<file path="config.mk">
export PLATFORM = sky130hd
export DESIGN_NAME = fetch_fifo
export DESIGN_NICKNAME = d
export VERILOG_FILES = /design/src/rtl/fetch_fifo.sv
export SDC_FILE = /design/constraint.sdc
export NUM_CORES = 1
export LEC_CHECK = 0
export CORE_UTILIZATION = 49
export CTS_CLUSTER_DIAMETER = 100
export CTS_CLUSTER_SIZE = 28
export DETAILED_ROUTE_END_ITERATION = 12
export PLACE_DENSITY_LB_ADDON = 0.12
export SLEW_MARGIN = 0
export SYNTH_ARGS = -nofsm -noshare
export SYNTH_HDL_FRONTEND = slang
export SYNTH_SLANG_ARGS = --single-unit
</file>
<file path="constraint.sdc">
create_clock -name clk_i -period 3.5 [get_ports clk_i]
set_input_delay 0.7 -clock clk_i [delete_from_list [all_inputs] [get_ports clk_i]]
set_output_delay 0.7 -clock clk_i [all_outputs]
set_load 0.05 [all_outputs]
</file>
<file path="src/rtl/fetch_fifo.sv">
// fetch_fifo: buffers 64-bit fetch groups (two 32-bit instruction slots each)
// between the instruction fetch stage and decode. Each entry carries a per-slot
// valid mask derived at push time from the fetch PC alignment, the branch
// prediction and any fetch fault. Downstream consumes a whole entry at a time.
module fetch_fifo #(
  parameter int DEPTH = 4
) (
  input  logic        clk_i,
  input  logic        rstn_i,
  input  logic        flush_i,

  input  logic        fetch_valid_i,
  input  logic [63:0] fetch_instr_i,
  input  logic [31:0] fetch_pc_i,
  input  logic [1:0]  fetch_pred_branch_i,
  input  logic        fetch_fault_fetch_i,
  input  logic        fetch_fault_page_i,
  output logic        fetch_accept_o,

  output logic        out0_valid_o,
  output logic [31:0] out0_instr_o,
  output logic [31:0] out0_pc_o,
  output logic        out0_pred_taken_o,
  output logic        out0_fault_fetch_o,
  output logic        out0_fault_page_o,

  output logic        out1_valid_o,
  output logic [31:0] out1_instr_o,
  output logic [31:0] out1_pc_o,
  output logic        out1_pred_taken_o,
  output logic        out1_fault_fetch_o,
  output logic        out1_fault_page_o,

  input  logic        out_accept_i
);

  localparam int          AW       = $clog2(DEPTH);
  localparam logic [AW:0] FULL_CNT = (AW + 1)'(DEPTH);

  // Pointers wrap naturally because DEPTH is a power of two.
  logic [AW-1:0] wr_ptr;
  logic [AW-1:0] rd_ptr;
  logic [AW:0]   count;

  logic full;
  logic empty;
  logic push;
  logic pop;

  // Per-entry slot valid masks (cleared by reset) and payload (no reset).
  logic [DEPTH-1:0] v0_mem;
  logic [DEPTH-1:0] v1_mem;
  logic [DEPTH-1:0] fault_fetch_mem;
  logic [DEPTH-1:0] fault_page_mem;
  logic [31:0]      instr0_mem [DEPTH];
  logic [31:0]      instr1_mem [DEPTH];
  logic [31:0]      pc0_mem    [DEPTH];
  logic [1:0]       pred_mem   [DEPTH];

  // Write-side entry formatting.
  logic        is_fault;
  logic        slot0_ok;
  logic        slot1_ok;
  logic        wr_v0;
  logic        wr_v1;
  logic [31:0] wr_instr0;
  logic [31:0] wr_pc0;

  assign full           = (count == FULL_CNT);
  assign empty          = (count == '0);
  assign fetch_accept_o = !full;
  assign push           = fetch_valid_i && !full && !flush_i;
  assign pop            = (out0_valid_o || out1_valid_o) && out_accept_i && !flush_i;

  // Derive the slot mask and stored slot0 fields of the incoming fetch group.
  // A fault collapses the group to a single slot0 carrier at the word-aligned
  // faulting PC with a zero instruction, so decode can raise the exception.
  always_comb begin
    is_fault  = fetch_fault_fetch_i || fetch_fault_page_i;
    slot0_ok  = !fetch_pc_i[2];
    slot1_ok  = !(slot0_ok && fetch_pred_branch_i[0]);
    wr_v0     = slot0_ok;
    wr_v1     = slot1_ok;
    wr_instr0 = fetch_instr_i[31:0];
    wr_pc0    = {fetch_pc_i[31:3], 3'b000};
    if (is_fault) begin
      wr_v0     = 1'b1;
      wr_v1     = 1'b0;
      wr_instr0 = 32'h0;
      wr_pc0    = {fetch_pc_i[31:2], 2'b00};
    end
  end

  // Pointer and occupancy tracking; flush empties the queue at the next edge.
  always_ff @(posedge clk_i or negedge rstn_i) begin
    if (!rstn_i) begin
      wr_ptr <= '0;
      rd_ptr <= '0;
      count  <= '0;
    end else if (flush_i) begin
      wr_ptr <= '0;
      rd_ptr <= '0;
      count  <= '0;
    end else begin
      if (push) wr_ptr <= wr_ptr + AW'(1);
      if (pop)  rd_ptr <= rd_ptr + AW'(1);
      case ({push, pop})
        2'b10:   count <= count + 1'b1;
        2'b01:   count <= count - 1'b1;
        default: count <= count;
      endcase
    end
  end

  // Slot valid masks; cleared asynchronously so no stale entry survives reset.
  always_ff @(posedge clk_i or negedge rstn_i) begin
    if (!rstn_i) begin
      v0_mem <= '0;
      v1_mem <= '0;
    end else if (push) begin
      v0_mem[wr_ptr] <= wr_v0;
      v1_mem[wr_ptr] <= wr_v1;
    end
  end

  // Entry payload storage; contents are only observed through the valid masks.
  always_ff @(posedge clk_i) begin
    if (push) begin
      instr0_mem[wr_ptr]      <= wr_instr0;
      instr1_mem[wr_ptr]      <= fetch_instr_i[63:32];
      pc0_mem[wr_ptr]         <= wr_pc0;
      pred_mem[wr_ptr]        <= fetch_pred_branch_i;
      fault_fetch_mem[wr_ptr] <= fetch_fault_fetch_i;
      fault_page_mem[wr_ptr]  <= fetch_fault_page_i;
    end
  end

  // Present the head entry; everything reads as zero while the queue is empty.
  always_comb begin
    out0_valid_o       = 1'b0;
    out0_instr_o       = 32'h0;
    out0_pc_o          = 32'h0;
    out0_pred_taken_o  = 1'b0;
    out0_fault_fetch_o = 1'b0;
    out0_fault_page_o  = 1'b0;
    out1_valid_o       = 1'b0;
    out1_instr_o       = 32'h0;
    out1_pc_o          = 32'h0;
    out1_pred_taken_o  = 1'b0;
    out1_fault_fetch_o = 1'b0;
    out1_fault_page_o  = 1'b0;
    if (!empty) begin
      out0_valid_o       = v0_mem[rd_ptr];
      out0_instr_o       = instr0_mem[rd_ptr];
      out0_pc_o          = pc0_mem[rd_ptr];
      out0_pred_taken_o  = pred_mem[rd_ptr][0] && v0_mem[rd_ptr];
      out0_fault_fetch_o = fault_fetch_mem[rd_ptr] && v0_mem[rd_ptr];
      out0_fault_page_o  = fault_page_mem[rd_ptr] && v0_mem[rd_ptr];
      out1_valid_o       = v1_mem[rd_ptr];
      out1_instr_o       = instr1_mem[rd_ptr];
      out1_pc_o          = {pc0_mem[rd_ptr][31:3], 3'b100};
      out1_pred_taken_o  = pred_mem[rd_ptr][1] && v1_mem[rd_ptr];
      // A faulting entry never has slot1 valid, so its flags stay on slot0.
      out1_fault_fetch_o = fault_fetch_mem[rd_ptr] && v1_mem[rd_ptr];
      out1_fault_page_o  = fault_page_mem[rd_ptr] && v1_mem[rd_ptr];
    end
  end

endmodule

</file>
# Word-level counts from Yosys, hierarchy flattened
# Memories as Yosys holds them, arrays and structs flattened.
# Index checks and enable logic that the tools add are counted.
[totals] romBits=0 memories=4 register_bits=23 latch_bits=0 output_inout_bits=137 ram_bits=392
[mem_list] memory="instr0_mem" words=4 width=32 rd=1 rd_clocked_by_memory_dff=0 wr=1 line_no="55" text="logic [31:0] instr0_mem [DEPTH];"
[mem_list] memory="instr1_mem" words=4 width=32 rd=1 rd_clocked_by_memory_dff=0 wr=1 line_no="56" text="logic [31:0] instr1_mem [DEPTH];"
[mem_list] memory="pc0_mem" words=4 width=32 rd=1 rd_clocked_by_memory_dff=0 wr=1 line_no="57" text="logic [31:0] pc0_mem [DEPTH];"
[mem_list] memory="pred_mem" words=4 width=2 rd=1 rd_clocked_by_memory_dff=0 wr=1 line_no="58" text="logic [1:0] pred_mem [DEPTH];"
[classes] n_lt_le_gt_ge=3 div=0 mux=38 n_mul=0 addsub=4 n_eq_ne=3 reduce_logical=22 n_shift=0 bitwise=0
[op_table] operator="$mux 32" count=5
[op_table] operator="$mux 1" count=17
[op_table] operator="$bwmux 4" count=4
[op_table] operator="$logic_and 1x1->1" count=12
[op_table] operator="$bmux 1 s2" count=4
[op_table] operator="$mux 2" count=4
[op_table] operator="$lt 2x3->1 const B" count=2
[op_table] operator="$mux 3" count=2
[op_table] operator="$pmux 3 s2" count=1
[op_table] operator="$add 2x1->2 const B" count=2
[op_table] operator="$logic_not 1->1" count=4
[op_table] operator="$reduce_bool 2->1" count=2
[op_table] operator="$add 3x1->3 const B" count=1
[op_table] operator="$eq 3x3->1 const B" count=1
[op_table] operator="$logic_not 3->1" count=1
[op_table] operator="$reduce_bool 3->1" count=1
[op_table] operator="$sub 3x1->3 const B" count=1
[op_table] operator="$demux 1 s2" count=1
[op_table] operator="$eq 2x1->1 const B" count=1
[op_table] operator="$eq 2x2->1 const B" count=1
[op_table] operator="$ge 2x1->1 const B" count=1
[op_table] operator="$logic_or 1x1->1" count=2

# Logic depth before layout (Yosys ltp)
# Gate-level depths: netlist of the first run.
[depth] ltp_word=9 ltp_mapped=10 ltp_nobuf=10

# Least setup slack after synthesis of the first run
# OpenSTA, ideal clock, no wires.
[synth_timing] path_kind="input-to-reg" from="in flush_i" to="reg fault_fetch_mem[0], enable pin" path_stages=4 slack_ps=-222 t_required_ps=3049 arrival_ps=3271 setup_ps=451 path_buffers=1 path_cell_list="clkbuf_1 nor3_1 nand2_1 inv_1"
[synth_between] elab_chain_len=2
[synth_lines] element="start, declared" line_no="10" text="input logic flush_i,"
[synth_lines] element="$logic_not 1->1" line_no="72" text="assign push = fetch_valid_i && !full && !flush_i;"
[synth_lines] element="$logic_and 1x1->1" line_no="72"
[synth_lines] element="end signal, assigned by index" line_no="133" text="fault_fetch_mem[wr_ptr] <= fetch_fault_fetch_i;"
[synth_lines] element="end, declared" line_no="53" text="logic [DEPTH-1:0] fault_fetch_mem;"
# No other way between the ends.
# A chain may end at the register's enable or synchronous reset.

# Final worst setup path of the first run
[layout_timing] from="reg rd_ptr[0]" to="out out0_pc_o[20]"
[layout_between] elab_chain_len=2
[layout_lines] element="start, declared" line_no="42" text="logic [AW-1:0] rd_ptr;"
[layout_lines] element="start signal, assigned" line_no="106" text="if (pop) rd_ptr <= rd_ptr + AW'(1);"
[layout_lines] element="$mem_v2 4x32"
[layout_lines] element="$mux 32" line_no="152" text="if (!empty) begin"
[layout_lines] element="end, declared" line_no="22" text="output logic [31:0] out0_pc_o,"
# No other way between the ends.

==> summary by stage, run 1 <==
Hold path
The type of the tightest min-delay check is flip-flop to flip-flop.

Route
The detailed router placed 7695 vias in this run. Wires add up to just over 30 mm. In the final routed layout, each cell accounts on average for between 20 and 25 um.

In the routed layout, each cell is associated on average with a via count of 5.30. The number of iterations in the first detailed-routing pass is 5. The DRC marker count from the first detailed-route iteration is 491. In the routed design, unresolved DRC markers number 0.

In this run the remaining antenna-violating nets after routing total 0.

STA
The least setup slack across all paths after layout is 0.172 ns. The number of endpoints with negative hold slack in the final report is 0. The worst relative slew slack is 0.530. The highest achievable clock rate is 300 MHz. The setup-violating endpoint count in the final report is 0. Dividing the final minimum period by the clock period gives 0.951. Setup repair after global routing left no endpoint under its margin. The max-slew violation count is 0.

At the pin with the least slew margin, the transition time is 0.704 ns. Clock skew on the completed layout was measured at 0.0261 ns. The worst path in the final design needs a cycle of between 3 and 4 ns, including I/O delays and setup. The tightest hold path in the finished design has a slack of 0.514 ns.

The setup TNS is 0 ns.

Critical path
The kind of end point of the critical path is an output port. The classification of the worst setup path is flip-flop to output port. Of all nets on the critical path, the largest fanout is 23. Data on the critical path arrives at its endpoint at 2.63 ns. The sort of element at the start of the critical path is a flip-flop.

The data required time at the worst endpoint is 2.80 ns.

Finish
The library cell used most frequently in the layout, excluding fill and tap cells, is sky130_fd_sc_hd__edfxtp_1. With fillers left out, the area of the finished cells amounts to approximately 0.02 mm2. The filler-free cell count of the finished design is about 1500.

The area growth from synthesis to layout is 20.5%. Fill cells in the final layout number approximately 2400. The top cell types in the final layout, fill and taps aside, are 392 x sky130_fd_sc_hd__edfxtp_1, 126 x sky130_fd_sc_hd__and2_1, 115 x sky130_fd_sc_hd__dlygate4sd2_1.

For this run, the share of the core covered by cells in the final layout is 0.600. Of the cells placed in the final design, the portion with a size suffix greater than 1 is 0.182. The area of combinational cells with multiple inputs is 0.00358 mm2.

The final-stage net count is 1114. The register area is ~0.012 mm2. The number of antenna repair diodes is 0.

Clocking
The count of hold-fix buffers inserted at cts is 0. CTS placed an instance of sky130_fd_sc_hd__clkbuf_16 at the clock tree root. Clock latency on the worst-skew pair, taken at its later pin, is 0.53 ns. After clock tree synthesis, the clock-pin slew on the worst setup and hold paths is 0.11 ns. The number of buffers inserted during clock tree synthesis is 18. TritonCTS built the clock tree. The maximum number of buffers from clock root to sink is 3.

In this run the number of H-tree levels came out at 1. For this design, the sink count on the clock tree is 407.

Global route
The number of global-route vias before repair is 8150. The maximum number of pins on one net before global-route repair is 57. The initial antenna violation count is 3.

The overall track demand over capacity in global routing is 0.185. After global routing the overflow that remains totals 0. The first global-routing pass estimated approximately 47 mm of wire.

Logic synthesis
The register area share after synthesis is 0.752. The synthesized netlist contains 38 unique library cells. The prevailing post-synth register cell is sky130_fd_sc_hd__edfxtp_1.

The synthesized netlist occupies a cell area of 0.0162 mm2. A synthesized cell averages around 21 um2. The proportion of register bits with asynchronous set or reset after synthesis is 0.0369. The number of flops mapped to enable cells by yosys is 392. The flip-flop and latch count after synthesis is 407. The cell count after synthesis is 785. The Yosys step of the flow raised 0 warnings.

Power and ir drop
Dividing total power by cell area gives a power density of just under 800 mW/mm2. Total power for the finished layout comes to 15.0 mW. For this design the static power due to leakage is 6.70 nW.

VDD sags by at most 0.000658 V.

Flow run
Max-cap violations in this run came to 0.

Placed design
The estimated wirelength of the detail-placed design is 18.1 mm. Summing all placed instances gives a cell area of between 0.015 and 0.02 mm2. The setup slack after placement is 0.307 ns.

The total of buffers placed on input and output ports is 235. The number of placed cells counting well taps is 1426. The final weighted congestion in routability-driven placement is approximately 0.76.

Die
The core region is 0.0325 mm2. For this configuration, the core starts out at a cell density of 0.498. The floorplan has 66 rows. The area enclosed by the die boundary is 0.0337 mm2. The x dimension of the die is 184 um.

242 I/O pins were placed. The vertical die dimension is 184 um.

Status
The run finished with clean final reports.
## critical path, cell delays in order (launching register included)
cell and delay, ns:
sky130_fd_sc_hd__dfrtp_4 0.49, sky130_fd_sc_hd__buf_12 0.25, sky130_fd_sc_hd__buf_12 0.21, sky130_fd_sc_hd__mux4_2 0.50, sky130_fd_sc_hd__and2_1 0.19, sky130_fd_sc_hd__dlygate4sd2_1 0.43
## where the power goes
| part | switching, mW | internal [mW] |
|---|---|---|
| Combinational | 4.58 | 2.20 |
| Sequential | 0.112 | 5.68 |
| Clock | 1.39 | 1.02 |
| Total | 6.08 | 8.89 |
## cells in the mapped netlist (2+ instances only)
master                     instances  area (um2)
sky130_fd_sc_hd__a21oi_1           3        15.0
sky130_fd_sc_hd__and2_1          126         788
sky130_fd_sc_hd__and3_1            6        37.5
sky130_fd_sc_hd__buf_1             8        30.0
sky130_fd_sc_hd__buf_2            12        60.1
sky130_fd_sc_hd__buf_4            33         248
sky130_fd_sc_hd__clkbuf_1         17        63.8
sky130_fd_sc_hd__dfrtp_1          15         375
sky130_fd_sc_hd__edfxtp_1        392       11800
sky130_fd_sc_hd__ha_1              4        50.1
sky130_fd_sc_hd__inv_1            11        41.3
sky130_fd_sc_hd__mux2_2            8        90.1
sky130_fd_sc_hd__mux4_2          100        2250
sky130_fd_sc_hd__nand2_1          11        41.3
sky130_fd_sc_hd__nor2_1           10        37.5
sky130_fd_sc_hd__nor3_1            2        10.0
sky130_fd_sc_hd__o211ai_1          2        15.0
sky130_fd_sc_hd__or3_1             2        12.5
sky130_fd_sc_hd__or3b_2            2        17.5
sky130_fd_sc_hd__or4_1             2        15.0
sky130_fd_sc_hd__xnor2_1           2        17.5
## layout make-up
cell class | count | share of cell area
timing repair buffer | 266 | 0.134
inverter | 11 | 0.00289
sequential | 407 | 0.625
clock buffer | 25 | 0.0256
tap | 442 | 0.0284
clock inverter | 2 | 0.00103
multi-input combinational | 300 | 0.184
## worst paths after layout
kind / startpoint / end / cells past startpoint / slack, ns
worst max-delay path: rd_ptr[0] / out0_pc_o[20] / 5 / 0.17
worst min-delay path: v1_mem[2] / v1_mem[2] / 1 / 0.51
worst max register to register: rd_ptr[0] / count[2] / 9 / 0.49
worst min register to register: v1_mem[2] / v1_mem[2] / 1 / 0.51
max in group asynchronous: rstn_i / rd_ptr[0] / 1 / 2.40
min in group asynchronous: rstn_i / wr_ptr[1] / 1 / 0.58
## cells by family (layout without fill, tap and decap cells)
group / Yosys count / in the layout / share of synthesized area
AO/OA/AOI/OAI: 12 / 12 / 0.00527
other: 1 / 4 / 0.000232
XOR/XNOR: 4 / 4 / 0.00302
multiplexers: 108 / 108 / 0.145
flip-flops: 407 / 407 / 0.752
buffers and inverters: 81 / 304 / 0.0274
AND/OR/NAND/NOR: 167 / 167 / 0.0627
adder cells (fa/ha/maj): 5 / 5 / 0.00434
## flip-flops by register name, indices dropped and copies added, names as in the netlist
name / cells
instr0_mem: 128
instr1_mem: 128
v0_mem: 4
count: 3
v1_mem: 4
pc0_mem: 120
wr_ptr: 2
fault_fetch_mem: 4
rd_ptr: 2
pred_mem: 8
fault_page_mem: 4
## per-layer routing
| metal | up-vias | routed length (um) | global-route usage |
|---|---|---|---|
| met5 | - | 24 | 0 |
| met4 | 4 | 361 | 0.0313 |
| met3 | 30 | 1780 | 0.0319 |
| met2 | 201 | 15300 | 0.318 |
| met1 | 3973 | 13000 | 0.254 |
| li1 | 3487 | - | - |
## repair_timing
action / CTS / global route
setup endpoints to repair: 115 / 2
gates resized for setup: 116 / 2
pin swaps: 0 / 0
buffers inserted: 0 / 0
No activity file was read; power rests on OpenSTA's default activity.
==> inputs of run 2 (changes only) <==
Settings changed: CORE_UTILIZATION 49 to 55.
Clock period 3.5 ns to 4.1 ns, I/O delays scaled along.
==> run 2 against run 1 <==
Critical path depth down 1. Wire length down 1.9%. Combinational power down 9.3%. Register-to-register slack better by 0.16 ns. Power down 12%. Highest routed layer unchanged.
==> summary by stage, run 2 (synthesis results as in run 1) <==
Placed design
The total of buffers placed on input and output ports was 235 (unchanged). The setup slack after placement is 0.616 ns (was 0.307 ns). The final weighted congestion in routability-driven placement came to 0.746 (was 0.759). The estimated wirelength of the detail-placed design is 18.3 mm (was 18.1 mm).

Route
The aggregate routed wire length is 29.9 mm (was 30.4 mm). The remaining antenna violation count after routing was 0 (unchanged). The routed metal-1 wirelength is 12.6 mm (was 13.0 mm).

The post-detailed-route DRC marker count came to 0 (unchanged). The topmost layer with routed signal wires is met5 (unchanged). The met2 wire length came to 15.2 mm (was 15.3 mm).

The routed via count divided by cell count is 5.58 (was 5.30). The routed wirelength normalized by instance count is 21.5 um (was 20.9 um). The total via count after detailed routing is 7774 (was 7695). The wire length on met3 was 1.47 mm (was 1.78 mm). The DRC marker count from the first detailed-route iteration is 460 (was 491). The number of iterations in the first detailed-routing pass is 5 (unchanged).

Global route
The maximum number of pins on one net before global-route repair is 66 (was 57). The leftover overflow at the end of global routing is 0 (unchanged). The initial antenna violation count was 3 (unchanged). The number of global-route vias before repair is 8229 (was 8150). The overall track demand over capacity in global routing is 0.205 (was 0.185). The wire length of the first global-routing pass is 47.0 mm (was 47.1 mm).

STA
The highest achievable clock rate is approximately 260 MHz. The max-slew violation count is 0 (unchanged). The number of endpoints with negative hold slack in the final report was 0 (unchanged). The worst-case hold slack was 0.514 ns (about the same). The worst setup skew after layout came to 0.0213 ns (was 0.0261 ns). Setup repair after global routing missed its margin: no (unchanged).

The worst relative slew slack is 0.498 (was 0.530). The worst-margin pin slew is 0.751 ns (was 0.704 ns). The least setup slack across all paths after layout came to 0.260 ns (was 0.172 ns). In the finished design, the share of the clock period the worst path needs comes to 0.936. The setup TNS is 0 ns (unchanged).

The final period demand of the worst path is 3.84 ns. The setup-violating endpoint count in the final report came to 0 (unchanged).

Critical path
The highest fanout seen on the critical path is 17 (was 23). The critical path's top delay family is buffers and inverters (unchanged). Critical Path, Cell by Cell: buf_4 > mux4_2 > and2_1 > clkdlybuf4s50_1 (was buf_12 > buf_12 > mux4_2 > and2_1 > dlygate4sd2_1).

The classification of the worst setup path is flip-flop to output port (unchanged). The number of buffers and inverters on the critical path is 2 (was 3). The data required time at the worst endpoint came to 3.28 ns (was 2.80 ns). The kind of end point of the critical path is an output port (unchanged). The arrival time at the worst endpoint was 3.02 ns (was 2.63 ns). The highest-delay cell along the critical path was sky130_fd_sc_hd__dfrtp_4 (was sky130_fd_sc_hd__mux4_2). The delay of the slowest cell on the worst path is 0.70 ns (was 0.50 ns). The sort of element at the start of the critical path is a flip-flop (unchanged).

Finish
The fill cell instance count of the final layout came to 1898 (was 2427). Commonest cells after routing, fill and taps aside: 392 x sky130_fd_sc_hd__edfxtp_1, 235 x sky130_fd_sc_hd__clkdlybuf4s50_1, 126 x sky130_fd_sc_hd__and2_1 (was 392 x sky130_fd_sc_hd__edfxtp_1, 126 x sky130_fd_sc_hd__and2_1, 115 x sky130_fd_sc_hd__dlygate4sd2_1). The utilization after layout is 0.677 (was 0.600). The layout cell share with drive strength beyond 1 is 0.160 (was 0.182). The final-stage net count is 1105 (was 1114). Biggest regs: instr0_mem (128), instr1_mem (128), pc0_mem (120) (unchanged).

The most common library cell in the layout ignoring fill and taps is sky130_fd_sc_hd__edfxtp_1 (unchanged). The area growth from synthesis to layout is 20.6% (was 20.5%).

Clocking
The library cell used as clock root buffer is sky130_fd_sc_hd__clkbuf_16 (unchanged). The clock-pin transition on the worst setup and hold timing paths is 0.10 ns (was 0.11 ns). The CTS tree is done (unchanged).

The post-CTS setup buffer count came to 0 (unchanged). The total number of clock tree sinks is 407 (unchanged). The clock latency on the worst-skew pair came to 0.51 ns (was 0.53 ns). The number of H-tree levels came to 1 (unchanged). The number of buffers inserted during clock tree synthesis is 18 (unchanged).

The maximum number of buffers from clock root to sink is 3 (unchanged).

Die
The number of I/O pins is 242 (unchanged). The starting utilization of the core area was 0.561 (was 0.498). The vertical die dimension was 173 um (was 184 um). The area enclosed by the die boundary was 0.0301 mm2 (was 0.0337 mm2). The floorplan core area was 0.0288 mm2 (was 0.0325 mm2).

The x dimension of the die is 173 um (was 184 um). The number of rows created at floorplan is 62 (was 66).

Power and ir drop
The worst IR drop on VDD came to 0.000595 V (was 0.000658 V). The static power due to leakage is 6.22 nW (was 6.70 nW). The overall power consumption is 13.2 mW (was 15.0 mW). The total power divided by cell area is 677 mW/mm2 (was 769 mW/mm2).

Status
Outcome: completed (unchanged).

Flow run
The reported max-cap violation count came to 0 (unchanged).

Hold path
The type of the tightest min-delay check is flip-flop to flip-flop (unchanged).
run 2: per-stage QoR:
| stage | instances | instance area, um2 |
|---|---|---|
| global placement | 1359 | 18900 |
| global route | 1392 | 19500 |
| floorplan | 788 | 16200 |
| detailed placement | 1359 | 18900 |
| finish | 1392 | 19500 |
| CTS | 1391 | 19500 |
run 2: report_power, final:
part	switching [mW]	leakage, nW	internal, mW
sequential	0.136	3.77	4.85
combinational	3.86	2.19	2.28
clock	1.17	0.255	0.888
total	5.17	6.22	8.02
run 2: what timing repair did:
item,4_1_cts,5_1_grt
resized for setup,0,1
hold buffers,0,0
setup endpoints to repair,0,7
run 2: per-layer routing:
metal	global-route usage	vias to the layer above
li1	-	3486
met1	0.281	4032
met2	0.349	217
met3	0.0327	35
met4	0.0494	4
met5	0	-
run 2: final cells by class:
cell class / instances / area (um2) / share of cell area
antenna: 1 / 2.50 / 0.000129
clock buffer: 31 / 520 / 0.0267
clock inverter: 1 / 16.3 / 0.000835
inverter: 11 / 51.3 / 0.00263
multi-input combinational: 300 / 3580 / 0.184
sequential: 407 / 12200 / 0.624
tap: 384 / 480 / 0.0247
timing repair buffer: 257 / 2670 / 0.137
run 2: worst reg2reg max path: cells and delay by family, from the launching register on:
| kind | cells | cell delay [ns] |
|---|---|---|
| simple gates | 5 | 1.14 |
| fa+ha+maj | 1 | 0.47 |
| mux | 1 | 0.70 |
| compound gates | 2 | 0.39 |
| flops | 1 | 0.70 |
run 2: worst paths after layout:
check                                from       endpoint  slack [ns]  depth (start not counted)
worst max-delay path            rd_ptr[0]  out0_pc_o[25]        0.26                          4
worst min-delay path            v0_mem[1]      v0_mem[1]        0.51                          1
worst max register to register  rd_ptr[0]       count[2]        0.65                          9
worst min register to register  v0_mem[1]      v0_mem[1]        0.51                          1
max in group asynchronous          rstn_i      rd_ptr[0]        2.81                          1
min in group asynchronous          rstn_i       count[1]        0.74                          1
